===== src/rtl/cmd_proc_pkg.sv =====
// Shared types and constants for the command processor: FSM states,
// lane dibit encodings, and the mode / read-target select values.
package cmd_proc_pkg;

    typedef enum logic {
        IDLE = 1'b0,
        SEND = 1'b1
    } state_t;

    // Lane encoding: [1] = valid strobe, [0] = serial bit
    localparam logic [1:0] LANE_IDLE = 2'b00;
    localparam logic [1:0] LANE_BIT0 = 2'b10;
    localparam logic [1:0] LANE_BIT1 = 2'b11;

    localparam logic MODE_READ  = 1'b0;
    localparam logic MODE_WRITE = 1'b1;

    localparam logic TGT_M1 = 1'b0;
    localparam logic TGT_M2 = 1'b1;

    // Encode one serial bit as a valid lane dibit
    function automatic logic [1:0] lane_dibit(input logic b);
        return b ? LANE_BIT1 : LANE_BIT0;
    endfunction

endpackage


===== src/rtl/cmd_processor_btn_sync_edge.sv =====
// Push-button synchronizer: SYNC_STAGES flop chain giving a clean level,
// plus a rising-edge pulse (level high now, low on the previous cycle).
module btn_sync_edge #(
    parameter int SYNC_STAGES = 2
) (
    input  logic clk,
    input  logic reset,
    input  logic din,
    output logic level,
    output logic rise
);

    logic [SYNC_STAGES-1:0] sync_q;
    logic [SYNC_STAGES-1:0] sync_d;
    logic                   prev_q;
    logic                   prev_d;

    // Next state: shift the raw input into the chain, remember last level
    always_comb begin
        sync_d = {sync_q[SYNC_STAGES-2:0], din};
        prev_d = sync_q[SYNC_STAGES-1];
    end

    // Synchronizer and edge-history flops, cleared by the async reset
    always_ff @(posedge clk or negedge reset) begin
        if (!reset) begin
            sync_q <= '0;
            prev_q <= 1'b0;
        end else begin
            sync_q <= sync_d;
            prev_q <= prev_d;
        end
    end

    assign level = sync_q[SYNC_STAGES-1];
    assign rise  = sync_q[SYNC_STAGES-1] & ~prev_q;

endmodule


===== src/rtl/cmd_processor.sv =====
// Command processor top: turns switch payload + buttons into a serial
// MSB-first frame on one of three 2-bit lanes (write, read m1, read m2).
// Optional feature macro: CMD_PROC_PARITY_EN appends an even-parity bit.
module cmd_processor
    import cmd_proc_pkg::*;
#(
    parameter int PAYLOAD_W   = 8,
    parameter int SYNC_STAGES = 2
) (
    input  logic                 clk,
    input  logic                 reset,
    input  logic [PAYLOAD_W-1:0] switch1,
    input  logic                 button1,
    input  logic                 button2,
    input  logic                 button3,
    output logic [1:0]           data_read_m1,
    output logic [1:0]           data_read_m2,
    output logic [1:0]           data_write
);

`ifdef CMD_PROC_PARITY_EN
    localparam int FRAME_LEN = PAYLOAD_W + 1;
`else
    localparam int FRAME_LEN = PAYLOAD_W;
`endif
    localparam int CNT_W = $clog2(FRAME_LEN + 1);
    localparam logic [CNT_W-1:0] FRAME_LAST = CNT_W'(FRAME_LEN);
`ifdef CMD_PROC_PARITY_EN
    localparam logic [CNT_W-1:0] PAY_LAST = CNT_W'(PAYLOAD_W);
`endif

    // Button order in the vectors: [0]=button1, [1]=button2, [2]=button3
    logic [2:0] btn_raw;
    logic [2:0] btn_level;
    logic [2:0] btn_rise;
    logic       unused_rise;

    assign btn_raw     = {button3, button2, button1};
    assign unused_rise = btn_rise[0] ^ btn_rise[2];

    genvar gi;
    generate
        for (gi = 0; gi < 3; gi++) begin : g_btn
            btn_sync_edge #(
                .SYNC_STAGES(SYNC_STAGES)
            ) u_sync (
                .clk  (clk),
                .reset(reset),
                .din  (btn_raw[gi]),
                .level(btn_level[gi]),
                .rise (btn_rise[gi])
            );
        end
    endgenerate

    state_t                 state_q, state_d;
    logic [PAYLOAD_W-1:0]   shreg_q, shreg_d;
    logic [CNT_W-1:0]       cnt_q,   cnt_d;
    logic                   mode_q,  mode_d;
    logic                   tgt_q,   tgt_d;
    logic [1:0]             wr_q,    wr_d;
    logic [1:0]             m1_q,    m1_d;
    logic [1:0]             m2_q,    m2_d;
    logic [1:0]             dibit;
`ifdef CMD_PROC_PARITY_EN
    logic                   parity_q, parity_d;
`endif

    // FSM next state: the first bit is emitted on the launch edge itself,
    // so the counter starts at 1 and the lane clears when it hits FRAME_LEN
    always_comb begin
        state_d = state_q;
        shreg_d = shreg_q;
        cnt_d   = cnt_q;
        mode_d  = mode_q;
        tgt_d   = tgt_q;
        dibit   = LANE_IDLE;
`ifdef CMD_PROC_PARITY_EN
        parity_d = parity_q;
`endif
        case (state_q)
            IDLE: begin
                if (btn_rise[1]) begin
                    state_d = SEND;
                    mode_d  = btn_level[0];
                    tgt_d   = btn_level[2];
                    dibit   = lane_dibit(switch1[PAYLOAD_W-1]);
                    shreg_d = {switch1[PAYLOAD_W-2:0], 1'b0};
                    cnt_d   = CNT_W'(1);
`ifdef CMD_PROC_PARITY_EN
                    parity_d = ^switch1;
`endif
                end
            end
            SEND: begin
                if (cnt_q == FRAME_LAST) begin
                    state_d = IDLE;
                end else begin
                    cnt_d = cnt_q + CNT_W'(1);
`ifdef CMD_PROC_PARITY_EN
                    if (cnt_q == PAY_LAST) begin
                        dibit = lane_dibit(parity_q);
                    end else begin
                        dibit   = lane_dibit(shreg_q[PAYLOAD_W-1]);
                        shreg_d = {shreg_q[PAYLOAD_W-2:0], 1'b0};
                    end
`else
                    dibit   = lane_dibit(shreg_q[PAYLOAD_W-1]);
                    shreg_d = {shreg_q[PAYLOAD_W-2:0], 1'b0};
`endif
                end
            end
            default: state_d = IDLE;
        endcase
    end

    // Steer the dibit onto the lane chosen by the latched mode/target
    always_comb begin
        wr_d = LANE_IDLE;
        m1_d = LANE_IDLE;
        m2_d = LANE_IDLE;
        if (mode_d == MODE_WRITE) begin
            wr_d = dibit;
        end else if (tgt_d == TGT_M1) begin
            m1_d = dibit;
        end else begin
            m2_d = dibit;
        end
    end

    // State and registered lane outputs, aborted immediately by reset
    always_ff @(posedge clk or negedge reset) begin
        if (!reset) begin
            state_q <= IDLE;
            shreg_q <= '0;
            cnt_q   <= '0;
            mode_q  <= MODE_READ;
            tgt_q   <= TGT_M1;
            wr_q    <= LANE_IDLE;
            m1_q    <= LANE_IDLE;
            m2_q    <= LANE_IDLE;
`ifdef CMD_PROC_PARITY_EN
            parity_q <= 1'b0;
`endif
        end else begin
            state_q <= state_d;
            shreg_q <= shreg_d;
            cnt_q   <= cnt_d;
            mode_q  <= mode_d;
            tgt_q   <= tgt_d;
            wr_q    <= wr_d;
            m1_q    <= m1_d;
            m2_q    <= m2_d;
`ifdef CMD_PROC_PARITY_EN
            parity_q <= parity_d;
`endif
        end
    end

    assign data_write   = wr_q;
    assign data_read_m1 = m1_q;
    assign data_read_m2 = m2_q;

endmodule


===== config.mk =====
export PLATFORM = sky130hd
export DESIGN_NAME = cmd_processor
export DESIGN_NICKNAME = d
export VERILOG_FILES = /design/src/rtl/cmd_proc_pkg.sv /design/src/rtl/cmd_processor_btn_sync_edge.sv /design/src/rtl/cmd_processor.sv
export SDC_FILE = /design/constraint.sdc
export NUM_CORES = 1
export LEC_CHECK = 0
export BUFFER_PORTS_ARGS = -buffer_cell sky130_fd_sc_hd__buf_2
export CORE_MARGIN = 1.5
export CORE_UTILIZATION = 30
export DETAILED_ROUTE_END_ITERATION = 12
export PLACE_DENSITY_LB_ADDON = 0.12
export REMOVE_ABC_BUFFERS = 1
export SLEW_MARGIN = 20
export SYNTH_ARGS = -nofsm -noshare
export SYNTH_HDL_FRONTEND = slang
export SYNTH_SLANG_ARGS = --single-unit

===== constraint.sdc =====
create_clock -name clk -period 2 [get_ports clk]
set_input_delay 0.3 -clock clk [delete_from_list [all_inputs] [get_ports clk]]
set_output_delay 0.3 -clock clk [all_outputs]
set_load 0.01 [all_outputs]

# Yosys cells after proc, flatten, opt, wreduce, memory -nomap -nowiden
# Cells that the tools add are included.
[totals]
reg_bits = 28
[op_classes]
n_addsub = 1
n_eq_ne = 3
n_mux = 23
bitwise_logic = 3
n_reduce_logical = 1
[op_table]
columns = ["operator", "n"]
rows = [
  ["$mux W8", 2],
  ["$pmux W8 S2", 1],
  ["$mux W2", 7],
  ["$mux W1", 8],
  ["$mux W4", 2],
  ["$pmux W4 S2", 1],
  ["$add A4 B1 Y4 const B", 1],
  ["$eq A4 B4 Y1 const B", 1],
  ["$pmux W2 S2", 1],
  ["$ne A2 B1 Y1 const B", 1],
  ["$ne A2 B2 Y1 const B", 1],
  ["$not A1 Y1", 2],
  ["$pmux W1 S2", 1],
  ["$reduce_and A2 Y1", 1],
  ["$and A1 B1 Y1", 1],
]

# Logic depth before layout (Yosys ltp)
# Gate-level depths: netlist (run 1).
[depth]
word_depth = 6
depth_mapped = 6
depth_no_buf = 5

# Modules after synthesis
# From an unflattened synthesis (run 1), not the netlist that was laid out.
[hier_totals]
hier_cells = 86
area_unflattened_um2 = 1253.7
[modules_own_cells]
columns = ["module", "n_inst", "cells_per_inst", "area_per_inst_um2", "seq_area_each_um2"]
rows = [
  ["cmd_processor", 1, 74, 987.2, 500.5],
  ["btn_sync_edge", 3, 4, 88.8, 75.1],
]

# Worst setup path before layout (run 1)
# OpenSTA, ideal clock, no wires.
[synth_timing]
path_type = "register to register"
startpoint = "reg cnt_q[0]"
endpoint = "reg shreg_q[5]"
setup_ns = 0.125
arrival_time_ns = 1.483
path_slack_ns = 0.392
stages_incl_launch_ff = 7
path_buffers = 1
cell_sequence = "dfrtp_1 > inv_1 > ha_1 > nand3b_4 > mux2i_2 > buf_6 > mux2_4"
[synth_between]
elab_chain_len = 3
[synth_rtl]
columns = ["item", "line_no", "source"]
rows = [
  ["start, declared", "cmd_processor.sv:58", "logic [CNT_W-1:0] cnt_q, cnt_d;"],
  ["start signal, assigned", "cmd_processor.sv:148", "cnt_q <= cnt_d;"],
  ["$eq A4 B4 Y1", "cmd_processor.sv:96", "if (cnt_q == FRAME_LAST) begin"],
  ["$ne A2 B2 Y1 (no source line)", "-", ""],
  ["$reduce_and A2 Y1 (no source line)", "-", ""],
  ["end signal, assigned", "cmd_processor.sv:147", "shreg_q <= shreg_d;"],
  ["end, declared", "cmd_processor.sv:57", "logic [PAYLOAD_W-1:0] shreg_q, shreg_d;"],
]
# No other way between the ends.
# A chain may end at the register's enable or synchronous reset.

# Final worst setup path (run 1)
[layout_timing]
startpoint = "reg cnt_q[0]"
endpoint = "reg shreg_q[4]"
# The elaborated chain is that of the path after synthesis.

==> summary.md, run 1 <==
| Metric | Value |
|---|---|
| Status | `completed` |
| Area grow syn2layout | `18.0%` |
| GR peak layer | `met2` |
| WL final | `1.78 mm` |
| RSZ-0062 raised after global routing | `no` |
| Cell taking the most area after synthesis | `dfrtp_1` |
| Yosys reg bits | `27` |
| Hold Vio Cnt, Final | `0` |
| Relative slew margins | `61.1%` |
| Top cells by area, synth | `dfrtp_1 59%, mux2_2 11%, mux2_4 4.0%, a22o_1 2.3%, ha_1 2.2%` |
| Post-synth top area share | `59.4%` |
| Wire per inst | `about 12 um` |
| Core area | `3660 um^2` |
| CP arrival | `1.91 ns` |
| Die area | `4170 um^2` |
| Leakage Power | `between 0.6 and 0.7 nW` |
| Peak VDD IR | `0.645 mV` |
| Post-DRT Antenna Nets | `0` |
| # DRC | `0` |
| Port buffer count | `18` |
| Worst hold path class | `input port to async pin` |
| Clock Skews | `0.00131 ns` |
| Crit end category | `flip-flop` |
| Via count | `roughly 660` |
| Post-CTS Setup Inserts | `0` |
| # clock sinks | `27` |
| Placed insts | `147` |
| CP required | `2.16 ns` |
| Most common cell after layout, fill and taps aside | `dfrtp_1` |
| Core Util, Final | `36.7%` |
| DP Area | `1290 um^2` |
| Met3 Usage GRT | `3.13%` |
| Clock buffer count from CTS | `3` |
| Sequential area share after synthesis | `59.4%` |
| Die width | `64.6 um` |
| Largest net degree at the start of global routing | `28` |
| Antenna Cells | `0` |
| Cell area after layout | `1340 um^2` |
| Global route overflow | `0` |
| Initial Util | `31.1%` |
| Crit start category | `flip-flop` |
| Yosys warns | `0` |
| Top Ports | `19` |
| First-pass GRT wire length | `around 3.2 mm` |
| HPWL after detailed placement | `1.28 mm` |
| Placer Congestion | `0.754` |
| Worst Hold Margin | `0.0211 ns` |
| Root Buffer | `clkbuf_8` |
| Vias in the first global route | `704` |
| Max Slew Vio Count | `0` |
| Max cap viols | `0` |
| Crit-path max FO | `11` |
| Iteration-0 DRC count of the detailed router | `36` |
| Cell row count | `22` |
| Mapped Area | `about 1100 um^2` |
| CTS hold repair buffers | `0` |
| Fraction of layout cells with a size suffix above 1 | `41.7%` |
| Reg2reg start | `cnt_q[0]$_DFFE_PN0P_` |
| Grt met1 use | `~13%` |
| Pre-Repair DR Iteration Count | `3` |
| Setup violators final | `0` |
| Most frequent cells in the layout | `27 x dfrtp_1, 18 x buf_2, 11 x mux2_2, 4 x inv_1, 4 x nand3_1` |
| Worst reg-to-reg setup slack | `between 0.2 and 0.3 ns` |
| Synthesized instance count | `80` |
| Fin nets | `between 100 and 150` |
| Max H-tree Level | `1` |
| Pwr per Cell Area | `about 1400 nW/um^2` |
| Worst setup path category | `flip-flop to flip-flop` |
| Drt via density | `4.40` |
| Grt met2 use | `about 17%` |
| Synth unique cells | `28` |
| Clk buf depth | `2` |
| Setup TNS | `0 ns` |
| Initial antenna violation count | `0` |
| Fmax | `between 500 and 600 MHz` |
| Worst-Margin Slew | `about 0.6 ns` |
| Min cycle time layout | `1.75 ns` |
| Post-CTS sizing | `0` |
| Worst R2R Path Depth | `6` |
| Total Routing Usage GR | `approximately a tenth` |
| Worst-path clk slew | `0.09 ns` |
| Mean post-synth cell area | `14.2 um^2` |
| Die Ht | `64.6 um` |
| Reg2reg end | `shreg_q[4]$_DFFE_PN0P_` |
| Final Non-Filler Cells | `151` |
| Fillers | `about 380` |
| Clock latency on the worst-skew pair | `0.27 ns` |
| Period utilization | `~87%` |
| CTS tree | `yes` |
## layer usage
metal	vias up	routed length, um
met1	323	855
met4	0	17
met5	-	0
li1	325	-
met2	14	829
met3	2	75
## area by class of cell
cell class,instances,area [um^2],area share [%]
Clock buffer,3,41.3,3.08
Clock inverter,1,7.51,0.559
Inverter,4,15.0,1.12
Multi-Input combinational cell,47,430,32.1
Sequential cell,27,676,50.3
Tap cell,48,60.1,4.47
Timing Repair Buffer,21,113,8.39
## report_power, final
| group | leakage (nW) | switching, mW | internal (mW) |
|---|---|---|---|
| logic | 0.305 | 0.306 | 0.421 |
| registers | 0.335 | 0.121 | 0.724 |
| clock network | 0.0217 | 0.166 | 0.141 |
| total | 0.661 | 0.593 | 1.29 |
## critical path, stage by stage (launching register included)
cell and delay [ns]:
dfrtp_1 0.41, inv_1 0.10, ha_1 0.20, nand3b_4 0.09
mux2i_2 0.24, buf_4 0.25, mux2_2 0.35
## flip-flops by register name (all words and copies together) (netlist names)
name                 cells
cnt_q                    4
state_q                  1
g_btn.u_sync.prev_q      1
data_write               2
g_btn.u_sync.sync_q      6
tgt_q                    1
data_read_m1             2
data_read_m2             2
mode_q                   1
shreg_q                  7
## kinds of logic after synthesis
group           after synthesis  synth area share, %
fa+ha+maj                     2                 2.20
flops                        27                 59.4
simple gates                 19                 12.3
mux                          17                 17.8
compound gates                9                 5.50
buf+inv                       6                 2.75
## per-stage QoR
stage | power (mW) | setup WS [ns]
3_5_place_dp | 1.60 | 0.261
6_report | 1.88 | 0.252
4_1_cts | 1.91 | 0.239
5_1_grt | 2.04 | 0.133
3_3_place_gp | 1.58 | 0.308
2_1_floorplan | 1.38 | 0.233
## cell usage after synthesis
| library cell | instances |
|---|---|
| and2_1 | 1 |
| mux2i_1 | 2 |
| mux2i_2 | 1 |
| and3_1 | 1 |
| nand3_1 | 4 |
| a21oi_1 | 2 |
| nand3b_1 | 1 |
| ha_1 | 2 |
| nor2b_1 | 3 |
| nor2_1 | 1 |
| mux2_4 | 3 |
| dfrtp_1 | 27 |
| nor3b_4 | 1 |
| nand2_1 | 1 |
| or3_1 | 1 |
| nor3b_1 | 1 |
| nand3b_4 | 1 |
| nand4b_1 | 1 |
| buf_2 | 1 |
| mux2_2 | 11 |
| or2_2 | 1 |
| inv_1 | 4 |
| o21ai_0 | 2 |
| buf_6 | 1 |
| o31ai_1 | 1 |
| a211o_1 | 1 |
| nand2b_1 | 1 |
| a22o_1 | 3 |
## how the worst max path moves through the flow
stage / start / to / slack [ns] / depth (start not counted)
floorplan: cnt_q[0]$_DFFE_PN0P_ / shreg_q[2]$_DFFE_PN0P_ / 0.23 / 5
global placement: cnt_q[0]$_DFFE_PN0P_ / shreg_q[3]$_DFFE_PN0P_ / 0.31 / 6
detailed placement: cnt_q[0]$_DFFE_PN0P_ / shreg_q[4]$_DFFE_PN0P_ / 0.26 / 6
CTS: cnt_q[0]$_DFFE_PN0P_ / shreg_q[4]$_DFFE_PN0P_ / 0.24 / 6
global route: cnt_q[0]$_DFFE_PN0P_ / shreg_q[7]$_DFFE_PN0P_ / 0.13 / 6
finish: cnt_q[0]$_DFFE_PN0P_ / shreg_q[4]$_DFFE_PN0P_ / 0.25 / 6
No activity file was read; power rests on OpenSTA's default activity.
==> run 2: changes to the inputs <==
--- a/config.mk
+++ b/config.mk
@@ -14,4 +14,5 @@
 export SLEW_MARGIN = 20
 export SYNTH_ARGS = -nofsm -noshare
 export SYNTH_HDL_FRONTEND = slang
+export SYNTH_HIERARCHICAL = 1
 export SYNTH_SLANG_ARGS = --single-unit
==> summary.md, run 2 <==
| Metric | Value |
|---|---|
| Initial Util | `31.6% (was 31.1%)` |
| Worst-Margin Slew | `0.588 ns (was 0.583 ns)` |
| Initial antenna violation count | `0 (unchanged)` |
| Setup violators final | `0 (unchanged)` |
| Pre-Repair DR Iteration Count | `4 (was 3)` |
| Slowest-stage cell, CP | `mux2i_4 (was dfrtp_1)` |
| Iteration-0 DRC count of the detailed router | `17 (was 36)` |
| Post-CTS Setup Inserts | `0 (unchanged)` |
| Max H-tree Level | `1 (unchanged)` |
| CTS hold repair buffers | `0 (unchanged)` |
| Vias in the first global route | `707 (was 704)` |
| Total Routing Usage GR | `10.1% (about the same)` |
| Leakage Power | `0.664 nW (was 0.661 nW)` |
| Placed insts | `146 (was 147)` |
| Most common cell after layout, fill and taps aside | `dfrtp_1 (unchanged)` |
| Area grow syn2layout | `14.0% (was 18.0%)` |
| Crit end category | `flip-flop (unchanged)` |
| Die Ht | `65.6 um (was 64.6 um)` |
| Max incr delay on CP | `0.43 ns (was 0.41 ns)` |
| Largest Register | `shreg_q (unchanged)` |
| Dpl ws | `0.235 ns (was 0.261 ns)` |
| Clk buf depth | `2 (unchanged)` |
| Final WS setup | `0.223 ns (was 0.252 ns)` |
| Fraction of layout cells with a size suffix above 1 | `39.2% (was 41.7%)` |
| Core area | `3720 um^2 (was 3660 um^2)` |
| Die area | `4310 um^2 (was 4170 um^2)` |
| Largest register FFs | `7 (unchanged)` |
| Final Non-Filler Cells | `150 (was 151)` |
| Wire per inst | `12.2 um (was 11.8 um)` |
| Global route overflow | `0 (unchanged)` |
| Mapped Area | `1180 um^2 (was 1140 um^2)` |
| Setup TNS | `0 ns (unchanged)` |
| Largest net degree at the start of global routing | `28 (unchanged)` |
| Via count | `664 (unchanged)` |
| Pwr per Cell Area | `1430 nW/um^2 (was 1400 nW/um^2)` |
| Peak VDD IR | `0.542 mV (was 0.645 mV)` |
| Mean post-synth cell area | `14.3 um^2 (was 14.2 um^2)` |
| CTS tree | `yes (unchanged)` |
| Most frequent cells in the layout | `27 x dfrtp_1, 18 x buf_2, 7 x mux2_4, 7 x mux2_2, 7 x nor2_1 (was 27 x dfrtp_1, 18 x buf_2, 11 x mux2_2, 4 x inv_1, 4 x nand3_1)` |
| Worst setup path category | `flip-flop to flip-flop (unchanged)` |
| Clock buffer count from CTS | `3 (unchanged)` |
| Post-DRT Antenna Nets | `0 (unchanged)` |
| Port buffer count | `18 (unchanged)` |
| Synthesized instance count | `82 (was 80)` |
| Max Slew Vio Count | `0 (unchanged)` |
| Fmax | `563 MHz (was 572 MHz)` |
| Worst-path clk slew | `0.09 ns (about the same)` |
| Yosys warns | `6 (was 0)` |
| Clock Skews | `0.00250 ns (was 0.00131 ns)` |
| WL final | `1.83 mm (was 1.78 mm)` |
| RSZ-0062 raised after global routing | `no (unchanged)` |
| Power Total | `1.92 mW (was 1.88 mW)` |
| Top flop regs | `shreg_q (7), g_btn.u_sync/sync_q (6), cnt_q (4) (was shreg_q (7), g_btn.u_sync.sync_q (6), cnt_q (4))` |
| Antenna Cells | `0 (unchanged)` |
| Die width | `65.6 um (was 64.6 um)` |
| Placer Congestion | `0.674 (was 0.754)` |
| Hold Vio Cnt, Final | `0 (unchanged)` |
| Cell row count | `22 (unchanged)` |
| Worst-path cell chain | `inv_1 -> ha_1 -> nand3b_4 -> mux2i_4 -> mux2_2 (was inv_1 -> ha_1 -> nand3b_4 -> mux2i_2 -> buf_4 -> mux2_2)` |
| Min cycle time layout | `1.78 ns (was 1.75 ns)` |
| # DRC | `0 (unchanged)` |
| Core Util, Final | `36.1% (was 36.7%)` |
| Crit start category | `flip-flop (unchanged)` |
| Period utilization | `88.8% (was 87.4%)` |
| Clock latency on the worst-skew pair | `0.26 ns (was 0.27 ns)` |
| CP arrival | `1.93 ns (was 1.91 ns)` |
| Status | `completed (unchanged)` |
| Fin nets | `118 (was 119)` |
| Root Buffer | `clkbuf_8 (unchanged)` |
| CP required | `2.16 ns (about the same)` |
| HPWL after detailed placement | `1.30 mm (was 1.28 mm)` |
| Relative slew margins | `60.8% (was 61.1%)` |
| Top Ports | `19 (unchanged)` |
| Worst hold path class | `input port to async pin (unchanged)` |
| Post-CTS sizing | `0 (unchanged)` |
| Max cap viols | `0 (unchanged)` |
| Drt via density | `4.43 (was 4.40)` |
| Crit-path max FO | `12 (was 11)` |
| First-pass GRT wire length | `3.20 mm (was 3.19 mm)` |
| Worst R2R Path Depth | `5 (was 6)` |
| # clock sinks | `27 (unchanged)` |
-- run 2: cell types whose count changed in the layout (fill, tap and decap cells not counted), sizes merged, moves of 2 or more --
cell	change
a21oi	-2
nor3b	-2
nor2b	+3
nor2	+6
-- run 2: routing by layer --
metal | share of wire (%) | GRT usage, % | vias up
li1 | - | - | 318
met2 | 45 | 15.3 | 26
met4 | 1.1 | 6.25 | 0
met5 | 0 | 0 | -
met1 | 47 | 12.8 | 318
met3 | 7.4 | 2.91 | 2
-- run 2: final timing paths --
check	startpoint	end	slack (ns)
setup / recovery	cnt_q[0]$_DFFE_PN0P_	shreg_q[2]$_DFFE_PN0P_	0.22
hold / removal	reset	cnt_q[3]$_DFFE_PN0P_	0.02
setup reg to reg	cnt_q[0]$_DFFE_PN0P_	shreg_q[2]$_DFFE_PN0P_	0.22
hold reg to reg	g_btn[1].u_sync/sync_q[0]$_DFF_PN0_	g_btn[1].u_sync/sync_q[1]$_DFF_PN0_	0.36
max in group asynchronous	reset	g_btn[2].u_sync/sync_q[1]$_DFF_PN0_	1.59
min in group clk	button1	g_btn[0].u_sync/sync_q[0]$_DFF_PN0_	0.13
-- run 2: through the flow --
| stage | cell area (um^2) | hold slack (ns) |
|---|---|---|
| 6_report | 1340 | 0.0249 |
| 4_1_cts | 1340 | 0.0440 |
| 2_1_floorplan | 1130 | 0.00441 |
| 3_3_place_gp | 1300 | 0.332 |
| 5_1_grt | 1340 | 0.0501 |
| 3_5_place_dp | 1300 | 0.340 |
-- run 2: final cells by class --
cell class	count	area, um^2
Sequential cell	27	676
Multi-Input combinational cell	48	444
Fill cell	378	2370
Clock buffer	4	45.0
Timing Repair Buffer	20	105
Inverter	3	11.3
Tap cell	48	60.1
-- run 2: power by group --
group	switching, mW	total, mW	internal (mW)
clock	0.158	0.300	0.142
sequential	0.139	0.865	0.725
combinational	0.310	0.754	0.444
total	0.607	1.92	1.31
-- run 2: worst max-delay path, delay by kind of cell, from the launching register on --
family,cells,cell delay (ns)
mux,2,0.82
flops,1,0.41
fa+ha+maj,1,0.21
simple gates,1,0.13
buf+inv,1,0.10
==> run 3: changes to the inputs <==
--- a/config.mk
+++ b/config.mk
@@ -5,6 +5,7 @@
 export SDC_FILE = /design/constraint.sdc
 export NUM_CORES = 1
 export LEC_CHECK = 0
+export ABC_AREA = 1
 export BUFFER_PORTS_ARGS = -buffer_cell sky130_fd_sc_hd__buf_2
 export CORE_MARGIN = 1.5
 export CORE_UTILIZATION = 30
==> summary.md, run 3 <==
| Metric | Value |
|---|---|
| Crit-path max FO | `14 (was 12)` |
| Yosys warns | `6 (unchanged)` |
| Core area | `3720 um^2 (unchanged)` |
| Antenna Cells | `0 (unchanged)` |
| Reg2reg start | `cnt_q[0]$_DFFE_PN0P_ (unchanged)` |
| HPWL after detailed placement | `1.50 mm (was 1.30 mm)` |
| Crit start category | `flip-flop (unchanged)` |
| Worst-Margin Slew | `0.599 ns (was 0.588 ns)` |
| Worst reg-to-reg setup slack | `0.52 ns (was 0.22 ns)` |
| Die width | `65.6 um (about the same)` |
| WL final | `2.12 mm (was 1.83 mm)` |
| Max cap viols | `0 (unchanged)` |
| # DRC | `0 (unchanged)` |
| Placer Congestion | `0.742 (was 0.674)` |
| DP Area | `1300 um^2 (unchanged)` |
| Iteration-0 DRC count of the detailed router | `66 (was 17)` |
| Post-DRT Antenna Nets | `0 (unchanged)` |
| Clock latency on the worst-skew pair | `0.27 ns (was 0.26 ns)` |
| Via count | `818 (was 664)` |
| Worst-path clk slew | `0.10 ns (was 0.09 ns)` |
| Port buffer count | `18 (unchanged)` |
| Slowest-stage cell, CP | `dfrtp_1 (was mux2i_4)` |
| Worst hold path class | `input port to async pin (unchanged)` |
| Worst setup path category | `flip-flop to flip-flop (unchanged)` |
| Top Ports | `19 (unchanged)` |
| Global route overflow | `0 (unchanged)` |
| Crit end category | `flip-flop (unchanged)` |
| Reg2reg end | `data_read_m1[1]$_DFF_PN0_ (was shreg_q[2]$_DFFE_PN0P_)` |
| Largest Register | `shreg_q (unchanged)` |
| Largest net degree at the start of global routing | `28 (unchanged)` |
| Fin nets | `163 (was 118)` |
| CTS hold repair buffers | `0 (unchanged)` |
| Clock Skews | `0.00310 ns (was 0.00250 ns)` |
| Period utilization | `74.0% (was 88.8%)` |
| CTS tree | `yes (unchanged)` |
| Total Routing Usage GR | `11.8% (was 10.1%)` |
| Largest register FFs | `7 (unchanged)` |
| Max incr delay on CP | `0.45 ns (was 0.43 ns)` |
| Hold Vio Cnt, Final | `0 (unchanged)` |
| Vias in the first global route | `844 (was 707)` |
| # clock sinks | `27 (unchanged)` |
| Mapped Area | `1180 um^2 (about the same)` |
| Post-CTS Setup Inserts | `0 (unchanged)` |
| Initial antenna violation count | `0 (unchanged)` |
| Initial Util | `31.7% (was 31.6%)` |
| Fillers | `409 (was 378)` |
| Cell row count | `22 (unchanged)` |
| RSZ-0062 raised after global routing | `no (unchanged)` |
| Worst R2R Path Depth | `7 (was 5)` |
| CP arrival | `1.65 ns (was 1.93 ns)` |
| Clk buf depth | `2 (unchanged)` |
| Clock buffer count from CTS | `3 (unchanged)` |
| Setup violators final | `0 (unchanged)` |
| Root Buffer | `clkbuf_8 (unchanged)` |
| Cell area after layout | `1350 um^2 (was 1340 um^2)` |
| Peak VDD IR | `0.683 mV (was 0.542 mV)` |
| Area grow syn2layout | `14.3% (was 14.0%)` |
| Die area | `4310 um^2 (about the same)` |
| Max Slew Vio Count | `0 (unchanged)` |
| Post-CTS sizing | `0 (unchanged)` |
| Relative slew margins | `60.1% (was 60.8%)` |
| Wire per inst | `10.9 um (was 12.2 um)` |
| First-pass GRT wire length | `3.97 mm (was 3.20 mm)` |
| Fmax | `676 MHz (was 563 MHz)` |
| Most frequent cells in the layout | `48 x nand2_1, 27 x dfrtp_1, 18 x buf_2, 12 x inv_1, 12 x nand3_1 (was 27 x dfrtp_1, 18 x buf_2, 7 x mux2_4, 7 x mux2_2, 7 x nor2_1)` |
| Min cycle time layout | `1.48 ns (was 1.78 ns)` |
| Leakage Power | `0.738 nW (was 0.664 nW)` |
| Top flop regs | `shreg_q (7), g_btn.u_sync/sync_q (6), cnt_q (4) (unchanged)` |
| Mean post-synth cell area | `9.20 um^2 (was 14.3 um^2)` |
| Max H-tree Level | `1 (unchanged)` |
| Die Ht | `65.6 um (about the same)` |
| Setup TNS | `0 ns (unchanged)` |
| Worst-path cell chain | `inv_1 -> ha_1 -> nand3_2 -> nand2_2 -> nand2_2 -> inv_1 -> nor2_1 (was inv_1 -> ha_1 -> nand3b_4 -> mux2i_4 -> mux2_2)` |
| Most common cell after layout, fill and taps aside | `nand2_1 (was dfrtp_1)` |
| Status | `completed (unchanged)` |
| Pre-Repair DR Iteration Count | `4 (unchanged)` |
| Pwr per Cell Area | `1380 nW/um^2 (was 1430 nW/um^2)` |
| CP required | `2.17 ns (was 2.16 ns)` |
| Synthesized instance count | `128 (was 82)` |
| Drt via density | `4.19 (was 4.43)` |
| Fraction of layout cells with a size suffix above 1 | `24.5% (was 39.2%)` |
-- run 3: cell types whose count changed in the layout (fill, tap and decap cells not counted), moves of 7 or more --
cell / change
inv_1: +9
nand3_1: +9
mux2_4: -7
mux2_2: -7
nand2_1: +46
-- run 3: through the flow --
| stage | setup slack [ns] | cells | util [%] | total power [mW] | hold WS [ns] |
|---|---|---|---|---|---|
| finish | 0.521 | 195 | 36.2 | 1.85 | 0.0188 |
| global route | 0.355 | 195 | 36.2 | 2.04 | 0.0555 |
| CTS | 0.513 | 195 | 36.2 | 1.88 | 0.0386 |
| detailed placement | 0.527 | 191 | 34.9 | 1.55 | 0.335 |
| global placement | 0.515 | 191 | 34.9 | 1.55 | 0.334 |
| floorplan | 0.760 | 125 | - | 1.35 | 0.00441 |
-- run 3: worst max-delay path by stage --
stage                                           end  cells after the start                 start  slack, ns
after detailed placement  data_read_m1[1]$_DFF_PN0_                      7  cnt_q[0]$_DFFE_PN0P_       0.53
final                     data_read_m1[1]$_DFF_PN0_                      7  cnt_q[0]$_DFFE_PN0P_       0.52
after global placement    data_read_m1[1]$_DFF_PN0_                      7  cnt_q[0]$_DFFE_PN0P_       0.51
after global routing      data_read_m1[1]$_DFF_PN0_                      7  cnt_q[0]$_DFFE_PN0P_       0.36
after floorplan           data_read_m1[1]$_DFF_PN0_                      7  cnt_q[0]$_DFFE_PN0P_       0.76
after CTS                 data_read_m1[1]$_DFF_PN0_                      7  cnt_q[0]$_DFFE_PN0P_       0.51
-- run 3: area by class of cell --
type / count / area (um^2) / share of cell area [%]
clock buffers: 3 / 41.3 / 3.07
clock inverters: 1 / 8.76 / 0.651
inverters: 14 / 57.6 / 4.28
multi-input cells: 84 / 413 / 30.7
flip-flops and latches: 27 / 676 / 50.2
well taps: 48 / 60.1 / 4.46
repair buffers: 18 / 90.1 / 6.69
-- run 3: layer usage --
layer  part of all wire, %  vias up  wire, um  GRT usage, %
met1                    51      374      1090          16.0
li1                      -      428         -             -
met3                   4.2        2        88          3.94
met5                     0        -         0             0
met2                    44       14       926          18.4
met4                  0.80        0        17          2.34
-- run 3: report_power, final --
group          switching [mW]  internal [mW]  leakage, nW
clock network           0.180          0.146       0.0261
logic                   0.422          0.250        0.376
registers               0.136          0.719        0.335
-- run 3: worst max-delay path: cells and delay by family (launching register included) --
kind | cells | cell delay [ns]
buffers and inverters | 2 | 0.22
adders and majority gates | 1 | 0.16
and+or+nand+nor | 4 | 0.55
DFF | 1 | 0.45
